--- src/rtl/id_ex_operand_stage_if.sv ---
// Bus bundle between the decode stage, the ID/EX operand register and the
// downstream ALU/forwarding sources; the stage itself connects as the slave.
interface id_ex_operand_stage_if #(
    parameter int XLEN  = 32,
    parameter int RADDR = 5,
    parameter int CNT_W = 16
);
    // Decoded instruction presented by ID
    logic             id_valid;
    logic [XLEN-1:0]  id_pc;
    logic [XLEN-1:0]  id_rs1_data;
    logic [XLEN-1:0]  id_rs2_data;
    logic [XLEN-1:0]  id_imm;
    logic [RADDR-1:0] id_rs1;
    logic [RADDR-1:0] id_rs2;
    logic [RADDR-1:0] id_rd;
    logic [3:0]       id_alu_sel;
    logic             id_alu_src;
    logic             id_reg_write;
    logic             id_mem_read;
    logic             id_mem_write;
    logic             id_mem_to_reg;
    logic             id_branch;
    logic             flush;

    // Forwarding sources from later pipeline stages
    logic             exmem_reg_write;
    logic [RADDR-1:0] exmem_rd;
    logic [XLEN-1:0]  exmem_result;
    logic             memwb_reg_write;
    logic [RADDR-1:0] memwb_rd;
    logic [XLEN-1:0]  memwb_result;

    // Stage outputs
    logic             stall;
    logic [XLEN-1:0]  ex_alu_a;
    logic [XLEN-1:0]  ex_alu_b;
    logic [3:0]       ex_alu_sel;
    logic [XLEN-1:0]  ex_store_data;
    logic [XLEN-1:0]  ex_pc;
    logic [RADDR-1:0] ex_rd;
    logic             ex_valid;
    logic             ex_reg_write;
    logic             ex_mem_read;
    logic             ex_mem_write;
    logic             ex_mem_to_reg;
    logic             ex_branch;
    logic [CNT_W-1:0] bubble_count;

    modport master (
        output id_valid, id_pc, id_rs1_data, id_rs2_data, id_imm,
               id_rs1, id_rs2, id_rd, id_alu_sel, id_alu_src,
               id_reg_write, id_mem_read, id_mem_write, id_mem_to_reg, id_branch,
               flush,
               exmem_reg_write, exmem_rd, exmem_result,
               memwb_reg_write, memwb_rd, memwb_result,
        input  stall, ex_alu_a, ex_alu_b, ex_alu_sel, ex_store_data, ex_pc, ex_rd,
               ex_valid, ex_reg_write, ex_mem_read, ex_mem_write, ex_mem_to_reg,
               ex_branch, bubble_count
    );

    modport slave (
        input  id_valid, id_pc, id_rs1_data, id_rs2_data, id_imm,
               id_rs1, id_rs2, id_rd, id_alu_sel, id_alu_src,
               id_reg_write, id_mem_read, id_mem_write, id_mem_to_reg, id_branch,
               flush,
               exmem_reg_write, exmem_rd, exmem_result,
               memwb_reg_write, memwb_rd, memwb_result,
        output stall, ex_alu_a, ex_alu_b, ex_alu_sel, ex_store_data, ex_pc, ex_rd,
               ex_valid, ex_reg_write, ex_mem_read, ex_mem_write, ex_mem_to_reg,
               ex_branch, bubble_count
    );
endinterface

--- src/rtl/id_ex_operand_stage.sv ---
// ID/EX pipeline register: load-use bubble insertion, flush squashing and
// EX/MEM > MEM/WB operand forwarding feeding the ALU, plus a bubble counter.
module id_ex_operand_stage #(
    parameter int XLEN  = 32,
    parameter int RADDR = 5,
    parameter int CNT_W = 16
) (
    input logic                  clk,
    input logic                  rst,
    id_ex_operand_stage_if.slave bus
);
    localparam logic [3:0] ALU_ADD = 4'b0010;

    typedef struct packed {
        logic             valid;
        logic [XLEN-1:0]  pc;
        logic [XLEN-1:0]  rs1_data;
        logic [XLEN-1:0]  rs2_data;
        logic [XLEN-1:0]  imm;
        logic [RADDR-1:0] rs1;
        logic [RADDR-1:0] rs2;
        logic [RADDR-1:0] rd;
        logic [3:0]       alu_sel;
        logic             alu_src;
        logic             reg_write;
        logic             mem_read;
        logic             mem_write;
        logic             mem_to_reg;
        logic             branch;
    } ex_slot_t;

    ex_slot_t         r_ex;
    ex_slot_t         w_id_slot;
    ex_slot_t         w_bubble_slot;
    logic             w_load_use;
    logic             w_stall;
    logic             w_bubble;
    logic [CNT_W-1:0] r_bubble_count;
    logic [XLEN-1:0]  w_fwd_rs1;
    logic [XLEN-1:0]  w_fwd_rs2;

    // Newest producer wins; x0 is hardwired zero and must never be forwarded.
    function automatic logic [XLEN-1:0] forward_operand(
        input logic [RADDR-1:0] rs,
        input logic [XLEN-1:0]  reg_data,
        input logic             exmem_we,
        input logic [RADDR-1:0] exmem_rd,
        input logic [XLEN-1:0]  exmem_data,
        input logic             memwb_we,
        input logic [RADDR-1:0] memwb_rd,
        input logic [XLEN-1:0]  memwb_data
    );
        if (exmem_we && (exmem_rd != '0) && (exmem_rd == rs)) begin
            return exmem_data;
        end else if (memwb_we && (memwb_rd != '0) && (memwb_rd == rs)) begin
            return memwb_data;
        end
        return reg_data;
    endfunction

    // A load in EX cannot supply its data to the instruction right behind it.
    assign w_load_use = bus.id_valid & r_ex.valid & r_ex.mem_read & (r_ex.rd != '0)
                      & ((r_ex.rd == bus.id_rs1) | (r_ex.rd == bus.id_rs2));
    assign w_stall    = w_load_use & ~bus.flush;
    assign w_bubble   = w_stall | bus.flush;

    // NOTE: every field gets a default before selective overrides so no latch is inferred.
    always_comb begin
        w_id_slot            = '0;
        w_id_slot.valid      = bus.id_valid;
        w_id_slot.pc         = bus.id_pc;
        w_id_slot.rs1_data   = bus.id_rs1_data;
        w_id_slot.rs2_data   = bus.id_rs2_data;
        w_id_slot.imm        = bus.id_imm;
        w_id_slot.rs1        = bus.id_rs1;
        w_id_slot.rs2        = bus.id_rs2;
        w_id_slot.rd         = bus.id_rd;
        w_id_slot.alu_sel    = bus.id_alu_sel;
        w_id_slot.alu_src    = bus.id_alu_src;
        w_id_slot.reg_write  = bus.id_reg_write;
        w_id_slot.mem_read   = bus.id_mem_read;
        w_id_slot.mem_write  = bus.id_mem_write;
        w_id_slot.mem_to_reg = bus.id_mem_to_reg;
        w_id_slot.branch     = bus.id_branch;

        // A bubble is an architectural no-op: add with every side effect disabled.
        w_bubble_slot         = '0;
        w_bubble_slot.alu_sel = ALU_ADD;
    end

    // NOTE: sequential state uses non-blocking assignment so all flops update together.
    always_ff @(posedge clk) begin
        if (rst) begin
            r_ex <= '0;
        end else if (w_bubble) begin
            r_ex <= w_bubble_slot;
        end else begin
            r_ex <= w_id_slot;
        end
    end

    // Only bubbles that displace a real instruction are worth counting.
    always_ff @(posedge clk) begin
        if (rst) begin
            r_bubble_count <= '0;
        end else if (w_bubble && bus.id_valid && (r_bubble_count != '1)) begin
            r_bubble_count <= r_bubble_count + CNT_W'(1);
        end
    end

    always_comb begin
        w_fwd_rs1 = forward_operand(r_ex.rs1, r_ex.rs1_data,
                                    bus.exmem_reg_write, bus.exmem_rd, bus.exmem_result,
                                    bus.memwb_reg_write, bus.memwb_rd, bus.memwb_result);
        w_fwd_rs2 = forward_operand(r_ex.rs2, r_ex.rs2_data,
                                    bus.exmem_reg_write, bus.exmem_rd, bus.exmem_result,
                                    bus.memwb_reg_write, bus.memwb_rd, bus.memwb_result);
    end

    assign bus.stall         = w_stall;
    assign bus.ex_alu_a      = w_fwd_rs1;
    assign bus.ex_alu_b      = r_ex.alu_src ? r_ex.imm : w_fwd_rs2;
    assign bus.ex_alu_sel    = r_ex.alu_sel;
    assign bus.ex_store_data = w_fwd_rs2;
    assign bus.ex_pc         = r_ex.pc;
    assign bus.ex_rd         = r_ex.rd;
    assign bus.ex_valid      = r_ex.valid;
    assign bus.ex_reg_write  = r_ex.reg_write;
    assign bus.ex_mem_read   = r_ex.mem_read;
    assign bus.ex_mem_write  = r_ex.mem_write;
    assign bus.ex_mem_to_reg = r_ex.mem_to_reg;
    assign bus.ex_branch     = r_ex.branch;
    assign bus.bubble_count  = r_bubble_count;
endmodule

--- src/flat_wrapper.sv ---
// flat-port wrapper written by rule: the top's interface ports become plain ports
module id_ex_operand_stage_flat 
#(
    parameter int XLEN  = 32,
    parameter int RADDR = 5,
    parameter int CNT_W = 16
)
  (clk, rst, bus_id_valid, bus_id_pc, bus_id_rs1_data, bus_id_rs2_data, bus_id_imm, bus_id_rs1, bus_id_rs2, bus_id_rd, bus_id_alu_sel, bus_id_alu_src, bus_id_reg_write, bus_id_mem_read, bus_id_mem_write, bus_id_mem_to_reg, bus_id_branch, bus_flush, bus_exmem_reg_write, bus_exmem_rd, bus_exmem_result, bus_memwb_reg_write, bus_memwb_rd, bus_memwb_result, bus_stall, bus_ex_alu_a, bus_ex_alu_b, bus_ex_alu_sel, bus_ex_store_data, bus_ex_pc, bus_ex_rd, bus_ex_valid, bus_ex_reg_write, bus_ex_mem_read, bus_ex_mem_write, bus_ex_mem_to_reg, bus_ex_branch, bus_bubble_count);
  id_ex_operand_stage_if #(.XLEN(XLEN), .RADDR(RADDR), .CNT_W(CNT_W)) bus_i ();
  input logic clk;
  input logic rst;
  input wire logic [$bits(bus_i.id_valid)-1:0] bus_id_valid;
  input wire logic [$bits(bus_i.id_pc)-1:0] bus_id_pc;
  input wire logic [$bits(bus_i.id_rs1_data)-1:0] bus_id_rs1_data;
  input wire logic [$bits(bus_i.id_rs2_data)-1:0] bus_id_rs2_data;
  input wire logic [$bits(bus_i.id_imm)-1:0] bus_id_imm;
  input wire logic [$bits(bus_i.id_rs1)-1:0] bus_id_rs1;
  input wire logic [$bits(bus_i.id_rs2)-1:0] bus_id_rs2;
  input wire logic [$bits(bus_i.id_rd)-1:0] bus_id_rd;
  input wire logic [$bits(bus_i.id_alu_sel)-1:0] bus_id_alu_sel;
  input wire logic [$bits(bus_i.id_alu_src)-1:0] bus_id_alu_src;
  input wire logic [$bits(bus_i.id_reg_write)-1:0] bus_id_reg_write;
  input wire logic [$bits(bus_i.id_mem_read)-1:0] bus_id_mem_read;
  input wire logic [$bits(bus_i.id_mem_write)-1:0] bus_id_mem_write;
  input wire logic [$bits(bus_i.id_mem_to_reg)-1:0] bus_id_mem_to_reg;
  input wire logic [$bits(bus_i.id_branch)-1:0] bus_id_branch;
  input wire logic [$bits(bus_i.flush)-1:0] bus_flush;
  input wire logic [$bits(bus_i.exmem_reg_write)-1:0] bus_exmem_reg_write;
  input wire logic [$bits(bus_i.exmem_rd)-1:0] bus_exmem_rd;
  input wire logic [$bits(bus_i.exmem_result)-1:0] bus_exmem_result;
  input wire logic [$bits(bus_i.memwb_reg_write)-1:0] bus_memwb_reg_write;
  input wire logic [$bits(bus_i.memwb_rd)-1:0] bus_memwb_rd;
  input wire logic [$bits(bus_i.memwb_result)-1:0] bus_memwb_result;
  output wire logic [$bits(bus_i.stall)-1:0] bus_stall;
  output wire logic [$bits(bus_i.ex_alu_a)-1:0] bus_ex_alu_a;
  output wire logic [$bits(bus_i.ex_alu_b)-1:0] bus_ex_alu_b;
  output wire logic [$bits(bus_i.ex_alu_sel)-1:0] bus_ex_alu_sel;
  output wire logic [$bits(bus_i.ex_store_data)-1:0] bus_ex_store_data;
  output wire logic [$bits(bus_i.ex_pc)-1:0] bus_ex_pc;
  output wire logic [$bits(bus_i.ex_rd)-1:0] bus_ex_rd;
  output wire logic [$bits(bus_i.ex_valid)-1:0] bus_ex_valid;
  output wire logic [$bits(bus_i.ex_reg_write)-1:0] bus_ex_reg_write;
  output wire logic [$bits(bus_i.ex_mem_read)-1:0] bus_ex_mem_read;
  output wire logic [$bits(bus_i.ex_mem_write)-1:0] bus_ex_mem_write;
  output wire logic [$bits(bus_i.ex_mem_to_reg)-1:0] bus_ex_mem_to_reg;
  output wire logic [$bits(bus_i.ex_branch)-1:0] bus_ex_branch;
  output wire logic [$bits(bus_i.bubble_count)-1:0] bus_bubble_count;
  assign bus_i.id_valid = bus_id_valid;
  assign bus_i.id_pc = bus_id_pc;
  assign bus_i.id_rs1_data = bus_id_rs1_data;
  assign bus_i.id_rs2_data = bus_id_rs2_data;
  assign bus_i.id_imm = bus_id_imm;
  assign bus_i.id_rs1 = bus_id_rs1;
  assign bus_i.id_rs2 = bus_id_rs2;
  assign bus_i.id_rd = bus_id_rd;
  assign bus_i.id_alu_sel = bus_id_alu_sel;
  assign bus_i.id_alu_src = bus_id_alu_src;
  assign bus_i.id_reg_write = bus_id_reg_write;
  assign bus_i.id_mem_read = bus_id_mem_read;
  assign bus_i.id_mem_write = bus_id_mem_write;
  assign bus_i.id_mem_to_reg = bus_id_mem_to_reg;
  assign bus_i.id_branch = bus_id_branch;
  assign bus_i.flush = bus_flush;
  assign bus_i.exmem_reg_write = bus_exmem_reg_write;
  assign bus_i.exmem_rd = bus_exmem_rd;
  assign bus_i.exmem_result = bus_exmem_result;
  assign bus_i.memwb_reg_write = bus_memwb_reg_write;
  assign bus_i.memwb_rd = bus_memwb_rd;
  assign bus_i.memwb_result = bus_memwb_result;
  assign bus_stall = bus_i.stall;
  assign bus_ex_alu_a = bus_i.ex_alu_a;
  assign bus_ex_alu_b = bus_i.ex_alu_b;
  assign bus_ex_alu_sel = bus_i.ex_alu_sel;
  assign bus_ex_store_data = bus_i.ex_store_data;
  assign bus_ex_pc = bus_i.ex_pc;
  assign bus_ex_rd = bus_i.ex_rd;
  assign bus_ex_valid = bus_i.ex_valid;
  assign bus_ex_reg_write = bus_i.ex_reg_write;
  assign bus_ex_mem_read = bus_i.ex_mem_read;
  assign bus_ex_mem_write = bus_i.ex_mem_write;
  assign bus_ex_mem_to_reg = bus_i.ex_mem_to_reg;
  assign bus_ex_branch = bus_i.ex_branch;
  assign bus_bubble_count = bus_i.bubble_count;
  id_ex_operand_stage #(.XLEN(XLEN), .RADDR(RADDR), .CNT_W(CNT_W)) u_core (.clk(clk), .rst(rst), .bus(bus_i));
endmodule
--- config.mk ---
export PLATFORM = sky130hd
export DESIGN_NAME = id_ex_operand_stage_flat
export DESIGN_NICKNAME = d
export VERILOG_FILES = /design/src/rtl/id_ex_operand_stage_if.sv /design/src/rtl/id_ex_operand_stage.sv /design/src/flat_wrapper.sv
export SDC_FILE = /design/constraint.sdc
export NUM_CORES = 1
export LEC_CHECK = 0
export BUFFER_PORTS_ARGS = -buffer_cell sky130_fd_sc_hd__buf_2
export CORE_AREA = 2 2 154 156
export DETAILED_ROUTE_END_ITERATION = 6
export DIE_AREA = 0 0 156 158
export MAX_ROUTING_LAYER = met4
export PLACE_DENSITY = 0.71
export SYNTH_ARGS = -nofsm -noshare
export SYNTH_HDL_FRONTEND = slang
export SYNTH_SLANG_ARGS = --single-unit
--- constraint.sdc ---
create_clock -name clk -period 3.9 [get_ports clk]
set_clock_uncertainty 0.1 [all_clocks]
set_input_delay 0.585 -clock clk [delete_from_list [all_inputs] [get_ports clk]]
set_output_delay 0.585 -clock clk [all_outputs]
set_load 0.01 [all_outputs]
### Yosys cells after proc, flatten, opt, wreduce, memory -nomap -nowiden

Cells that the tools add are included.

| storage, ports and cells | value |
|---|---|
| bits in registers | 170 |
| output and inout port bits | 160 |
| logic and storage cells | 57 |

| operators by class | value |
|---|---|
| add/sub/neg operators | 1 |
| equal/unequal tests | 7 |
| multiplexer cells | 12 |
| bitwise operators | 8 |
| reduce and logical (&&, ||, !) cells | 12 |

Operators with widths:

| operator | count |
|---|---|
| $mux 32 | 7 |
| $eq 5x5->1 | 6 |
| $add 16x1->16 const B | 1 |
| $ne 16x16->1 const B | 1 |
| $reduce_bool 5->1 | 3 |
| $logic_and 1x1->1 | 8 |
| $mux 8 | 1 |
| $and 1x1->1 | 5 |
| $mux 1 | 4 |
| $or 1x1->1 | 2 |
| $reduce_or 2->1 | 1 |
| $not 1->1 | 1 |

### Longest topological paths before layout

Gate-level depths: netlist of run 1.

| logic depth | value |
|---|---|
| word-level depth | 8 |
| gate-level depth with buffers | 9 |
| mapped depth without buffers | 7 |

### Worst setup path before layout of run 1

OpenSTA, ideal clock, no wires.

| timing path | value |
|---|---|
| kind | input -> output |
| start point | in bus_memwb_rd[4] |
| end point | out bus_ex_alu_b[10] |
| data arrival time | 2.448 ns |
| data required time | 3.215 ns |
| slack | 0.767 ns |
| stages | 7 |
| cells stage by stage | xnor2_1 -> nand3_1 -> nor4_2 -> buf_6 -> mux2_1 -> mux2_2 -> mux2_2 |

| on the way | value |
|---|---|
| cells in the longest elaborated chain, start to end | 7 |
| elaborated cells on any way between the ends | 8 |

RTL lines:

| element | RTL line | source |
|---|---|---|
| start, declared | flat_wrapper.sv:32 | `input wire logic [$bits(bus_i.memwb_rd)-1:0] bus_memwb_rd;` |
| $reduce_bool 5->1 | id_ex_operand_stage.sv:55 | `end else if (memwb_we && (memwb_rd != '0) && (memwb_rd == rs)) begin` |
| $logic_and 1x1->1 | id_ex_operand_stage.sv:55 |  |
| $logic_and 1x1->1 * | id_ex_operand_stage.sv:55 |  |
| $mux 1 * | id_ex_operand_stage.sv:55 |  |
| $mux 1 * | id_ex_operand_stage.sv:53 | `if (exmem_we && (exmem_rd != '0) && (exmem_rd == rs)) begin` |
| $mux 32 * | id_ex_operand_stage.sv:58 | `return reg_data;` |
| via bus_ex_store_data[10] | flat_wrapper.sv:38 | `output wire logic [$bits(bus_i.ex_store_data)-1:0] bus_ex_store_data;` |
| $mux 32 * | id_ex_operand_stage.sv:122 | `assign bus.ex_alu_b = r_ex.alu_src ? r_ex.imm : w_fwd_rs2;` |
| end, declared | flat_wrapper.sv:36 | `output wire logic [$bits(bus_i.ex_alu_b)-1:0] bus_ex_alu_b;` |

The timed path passes the listed nets; every way through them passes the cells marked *.

### Worst setup path after layout of run 1

| timing path | value |
|---|---|
| start point | in bus_exmem_rd[0] |
| end point | out bus_ex_alu_b[15] |

| on the way | value |
|---|---|
| cells in the longest elaborated chain, start to end | 6 |
| elaborated cells on any way between the ends | 8 |

RTL lines:

| element | RTL line | source |
|---|---|---|
| start, declared | flat_wrapper.sv:29 | `input wire logic [$bits(bus_i.exmem_rd)-1:0] bus_exmem_rd;` |
| $reduce_bool 5->1 | id_ex_operand_stage.sv:53 |  |
| $logic_and 1x1->1 | id_ex_operand_stage.sv:53 |  |
| $logic_and 1x1->1 * | id_ex_operand_stage.sv:53 |  |
| $mux 32 or $mux 1 (tied branches) | id_ex_operand_stage.sv:53 |  |
| $mux 32 * | id_ex_operand_stage.sv:58 |  |
| $mux 32 * | id_ex_operand_stage.sv:122 |  |

Every way passes the cells marked *; elsewhere a longest branch is shown, timed or not.

==> flow_metrics.env, run 1 <==
export IMPL_routed_wl_um=22600
export IMPL_grt_first_pass_wirelength_um=32700
export IMPL_dr_pass1_iters=5
export IMPL_status="complete, no violations"
export IMPL_wl_per_cell_um=16.4
export IMPL_crit_arrival_ns=2.86
export IMPL_final_cell_area_um2=10000
export IMPL_ys_seq_area_share_pct=45.8
export IMPL_p_leak_nw=4.82
export IMPL_setup_viol=0
export IMPL_antenna_found_initial=5
export IMPL_power_density_nw_per_um2=407
export IMPL_min_path_type="primary input to flop"
export IMPL_async_reset_ff_share_pct=0
export IMPL_met1_usage_pct=19.0
export IMPL_fin_nets=1307
export IMPL_yosys_area_top_type="dfxtp_1"
export IMPL_regMostFlops="u_core.r_ex"
export IMPL_synth_most_common_cell="dfxtp_1"
export IMPL_die_h_um=158
export IMPL_track_usage_pct=17.9
export IMPL_path_max_fanout=25
export IMPL_crit_end="bus_ex_alu_b[15]"
export IMPL_irDropWorstVdd_mv=0.323
export IMPL_core_area_um2=23100
export IMPL_ys_types=37
export IMPL_finalCritPeriodShare_pct=90.8
export IMPL_synth_top_cell_area_share_pct=45.8
export IMPL_clock_root_buffer="clkbuf_16"
export IMPL_synth_area_per_cell_um2=10.1
export IMPL_cts_sinks=170
export IMPL_rsz0062_at_grt="false"
export IMPL_dr_total_vias=6280
export IMPL_io_buffer_count=392
export IMPL_synth_area_leaders="dfxtp_1, and2_1, mux2_2"
export IMPL_syn_nets=970
export IMPL_cts_clk_slew_worst_paths_ns=0.08
export IMPL_grt_busiest_layer="met2"
export IMPL_fp_dieArea_um2=24600
export IMPL_ios=393
export IMPL_fmax_mhz=282
export IMPL_hold_violations=0
export IMPL_synth_seq_cells=170
export IMPL_crit_path_start_kind="primary input"
export IMPL_syn2layout_area_growth_pct=35.2
export IMPL_required_ns=3.21
export IMPL_gr_usage_met2_pct=31.9
export IMPL_synth_top_flop_cell="dfxtp_1"
export IMPL_clock_latency_ns=0.42
export IMPL_place_area_um2=9410
export IMPL_post_cts_resized=0
export IMPL_drtIter0Drc=277
export IMPL_synth_edf_count=0
export IMPL_relSlewSlack_pct=36.0
export IMPL_grt_pass1_vias=6164
export IMPL_postCtsSetupBuffers=0
export IMPL_fin_crit_ns=3.54
export IMPL_yosys_top_cells_count="dfxtp_1, and2_1, mux2_2"
export IMPL_initial_core_util_pct=32.2
export IMPL_fin_tns_setup_ns=0
export IMPL_r2r_start="u_core.bus.ex_rd[4]"
export IMPL_drc=0
export IMPL_slew_violations=0
export IMPL_path_class="primary input to output pin"
export IMPL_rr_worst_depth=8
export IMPL_r2r_end="u_core.r_ex[25]"
export IMPL_ant_nets=0
export IMPL_grt_overflow=0
export IMPL_hpwl_um=17200
export IMPL_viasPerCell=4.55
export IMPL_syn_inst=736
export IMPL_syn_cell_area_um2=7430
export IMPL_ctsHoldBuffers=0
export IMPL_cts_buffers=17
export IMPL_yosysWarnings=0
export IMPL_largest_reg_flops=107
export IMPL_place_gp_congestion=0.821
export IMPL_timing_hold_ws_ns=0.255
export IMPL_die_w_um=156
export IMPL_clockBufferDepth=2
export IMPL_drive_gt1_share_pct=46.6
export IMPL_end_kind="output pin"
export IMPL_worstSetupStartpoint="bus_exmem_rd[0]"
export IMPL_post_route_util_pct=43.6
export IMPL_r2r_slack_ns=1.68
export IMPL_met3_usage_pct=4.63
export IMPL_max_slew_worst_pin_slew_ns=0.959
export IMPL_maxCapViolations=0
export IMPL_tritoncts="built"
export IMPL_rows=56
export IMPL_power_total_mw=4.09
export IMPL_grt_max_degree=82
export IMPL_cts_max_level=4
## where the power goes
group          internal [mW]  switching, mW  leakage [nW]  total [mW]
Clock                  0.986          0.809         0.301        1.80
Combinational          0.244          0.217          3.12       0.461
Sequential              1.80         0.0298          1.39        1.83
## kinds of logic after synthesis
family                     synth area share [%]
and+or+nand+nor                            19.7
adders and majority gates                 0.168
AOI/OAI and AO/OA                          4.54
xor gates and xnor gates                   3.77
buffers and inverters                      6.77
DFF                                        45.8
muxes                                      19.3
## routing by layer
metal | wire length, µm | vias up
met4 | 512 | 0
met1 | 8970 | 2858
met2 | 11500 | 285
met5 | 0 | -
li1 | - | 3105
met3 | 1650 | 32
## how the worst min path moves through the flow
stage | from | to | slack, ns | cells after the start
after floorplan | u_core.bus.bubble_count[8] | u_core.bus.bubble_count[8] | 0.41 | 2
after global routing | bus_id_pc[20] | u_core.bus.ex_pc[20] | 0.24 | 2
after detailed placement | u_core.bus.bubble_count[8] | u_core.bus.bubble_count[8] | 0.39 | 2
after global placement | u_core.bus.bubble_count[8] | u_core.bus.bubble_count[8] | 0.38 | 2
final | bus_id_pc[15] | u_core.bus.ex_pc[15] | 0.26 | 2
after CTS | bus_id_pc[16] | u_core.bus.ex_pc[16] | 0.23 | 2
## worst max-delay path: stages
cell and delay (ns):
buf_2 0.12, or4_1 0.51, o21ai_1 0.19, nor4_1 0.10, nand3_2 0.26, buf_12 0.26, mux2_2 0.37, mux2_2 0.29
buf_2 0.15
## final cells by class
cell class / count / area [µm²]
clock inverter: 15 / 204
inverter: 4 / 15.0
sequential: 170 / 3400
clock buffer: 17 / 425
antenna: 5 / 12.5
multi-input combinational: 481 / 3560
timing repair buffer: 399 / 2060
tap: 290 / 363
fill: 2240 / 13000
## per-stage QoR
step           std cells  setup WS, ns
2_1_floorplan        736         0.767
3_3_place_gp        1344         0.391
3_5_place_dp        1344         0.364
4_1_cts             1376         0.361
5_1_grt             1381         0.282
6_report            1381         0.357
## cells in the final DEF (no fill, tap or decap), types with 3 or more instances in the layout
cell,netlist,routed
buf_4,41,3
clkbuf_16,0,17
mux2i_1,33,33
dfxtp_1,170,169
nand3_1,14,13
mux2_1,33,33
nor2_1,7,7
nand2_1,43,43
or4_1,3,3
xnor2_1,22,22
nor3_1,4,4
o21ai_1,16,16
or3_1,9,9
clkinv_8,0,3
buf_12,0,4
a21oi_1,14,14
inv_8,0,4
and3_1,5,5
buf_2,6,392
xor2_1,10,10
diode_2,0,5
inv_6,0,3
inv_1,4,4
mux2_2,65,65
and2_1,157,157
o21ai_0,25,25
Note: power is estimated with default switching activity, not from simulation.
==> inputs of run 2 (changes only) <==
Settings changed: CTS_BUF_LIST set to sky130_fd_sc_hd__clkbuf_16, SLEW_MARGIN set to 30.
Clock period 3.9 ns to 4 ns, I/O delays scaled along.
==> run 2 against run 1 <==
- worst setup slack better by 0.0079 ns
- clock-buffer cell count is the same
- register-to-register slack improved by 0.02 ns
- largest cell class unchanged
- via count shrank 1.6%
- total power decreased by 5.7%
- global-route usage is 0.17 points higher
- first-iteration DRC count grew 4.0%
- largest power group unchanged
- hold slack gained 0.016 ns
- non-clock buffer count did not move
- cell area is 0.95% lower
- cell count down 0.14%
- sequential power shrank 3%
==> flow_metrics.env, run 2 (synthesis gave the netlist of run 1 again) <==
export IMPL_status="complete, no violations"
export IMPL_cts_sinks=170
export IMPL_hold_violations=0
export IMPL_regMostFlops="u_core.r_ex"
export IMPL_clock_latency_ns=0.42
export IMPL_slew_violations=0
export IMPL_cts_max_level=4
export IMPL_final_common_cell="buf_2"
export IMPL_tritoncts="built"
export IMPL_largest_reg_flops=107
export IMPL_hpwl_um=17200
export IMPL_post_cts_resized=0
export IMPL_worstSetupStartpoint="bus_memwb_rd[0]"
export IMPL_grt_pass1_vias=6064
export IMPL_clockBufferDepth=2
export IMPL_ios=393
export IMPL_cp_slowest_stage_delay_ns=0.53
export IMPL_dr_total_vias=6177
export IMPL_nFillCells=2237
export IMPL_grt_first_pass_wirelength_um=32800
export IMPL_fin_ws_ns=0.365
export IMPL_grt_overflow=0
export IMPL_rr_worst_depth=8
export IMPL_crit_path_start_kind="primary input"
export IMPL_p_leak_nw=4.79
export IMPL_min_path_cells=2
export IMPL_fin_crit_ns=3.63
export IMPL_drive_gt1_share_pct=46.6
export IMPL_maxCapViolations=0
export IMPL_place_ws_ns=0.368
export IMPL_irDropWorstVdd_mv=0.298
export IMPL_clock_root_buffer="clkbuf_16"
export IMPL_required_ns=3.30
export IMPL_fp_dieArea_um2=24600
export IMPL_path_cells="buf_2 -> or4_1 -> o21ai_2 -> nor4_4 -> buf_4 -> mux2_1 -> mux2_2 -> mux2_2 -> buf_2"
export IMPL_fin_nets=1307
export IMPL_rows=56
export IMPL_final_cell_mix="buf_2, dfxtp_1, and2_1, mux2_2, nand2_1"
export IMPL_met1_usage_pct=19.3
export IMPL_postCtsSetupBuffers=0
export IMPL_track_usage_pct=18.0
export IMPL_gr_usage_met2_pct=33.1
export IMPL_antenna_found_initial=3
export IMPL_fmax_mhz=275
export IMPL_place_gp_congestion=0.845
export IMPL_drtIter0Drc=288
export IMPL_fin_cells=1379
export IMPL_dr_pass1_iters=5
export IMPL_max_slew_worst_pin_slew_ns=0.966
export IMPL_routed_wl_um=22600
export IMPL_path_max_fanout=32
export IMPL_ctsHoldBuffers=0
export IMPL_rsz0062_at_grt="false"
export IMPL_min_path_type="primary input to flop"
export IMPL_crit_arrival_ns=2.93
export IMPL_ant_nets=0
export IMPL_fin_tns_setup_ns=0
export IMPL_die_h_um=158
export IMPL_setup_viol=0
export IMPL_drc=0
export IMPL_cts_buffers=17
export IMPL_crit_slowest_cell="or4_1"
export IMPL_grt_max_degree=85
export IMPL_end_kind="output pin"
export IMPL_finalCritPeriodShare_pct=90.9
export IMPL_holdCritStartpoint="bus_id_imm[10]"
export IMPL_place_inst=1344
export IMPL_path_class="primary input to output pin"
export IMPL_die_w_um=156
export IMPL_cts_clk_slew_worst_paths_ns=0.08
export IMPL_io_buffer_count=392
export IMPL_relSlewSlack_pct=35.6
export IMPL_viasPerCell=4.48
export IMPL_wl_per_cell_um=16.4
export IMPL_grt_busiest_layer="met2"
export IMPL_core_area_um2=23100
export IMPL_met3_usage_pct=4.54
export IMPL_initial_core_util_pct=32.2
export IMPL_r2r_start="u_core.bus.ex_rd[4]"
export IMPL_power_density_nw_per_um2=387
export IMPL_syn2layout_area_growth_pct=33.9
run 2: path summary, 6_finish.rpt:
path                                              endpoint  slack (ns)
worst min-delay path                       u_core.r_ex[35]        0.27
worst max register to register            u_core.r_ex[119]        1.70
worst min register to register  u_core.bus.bubble_count[8]        0.41
worst max-delay path                      bus_ex_alu_b[21]        0.37
run 2: per-stage QoR:
step	hold WS [ns]	utilization, %	cell area (µm²)	power (mW)
3_5_place_dp	0.397	40.6	9370	2.27
6_report	0.271	43.2	9950	3.85
5_1_grt	0.248	43.2	9950	4.04
4_1_cts	0.246	43.2	9950	3.92
3_3_place_gp	0.380	40.6	9370	2.27
2_1_floorplan	0.410	-	7430	2.05
run 2: report_power, final:
| part | leakage (nW) | internal, mW | switching [mW] |
|---|---|---|---|
| combinational | 3.12 | 0.236 | 0.210 |
| sequential | 1.39 | 1.75 | 0.0298 |
| clock | 0.282 | 0.835 | 0.787 |
run 2: final cells by class:
type                    count  area (µm²)  area share [%]
well taps                 290         363            3.65
diodes                      3        7.51          0.0754
flip-flops and latches    170        3400            34.2
clock inverters            15         151            1.52
repair buffers            399        2030            20.4
inverters                   4        15.0           0.151
clock buffers              17         425            4.27
multi-input cells         481        3560            35.8
run 2: routing by layer:
metal  up-vias  part of all wire [%]
li1       3102                     -
met1      2799                    41
met2       251                    51
met3        25                   6.6
met4         0                   2.1
met5         -                     0
run 2: worst max-delay path: cells and delay by family:
kind	cells	cell delay, ns
compound gates	1	0.21
buf+inv	3	0.56
mux	3	0.95
simple gates	2	0.60
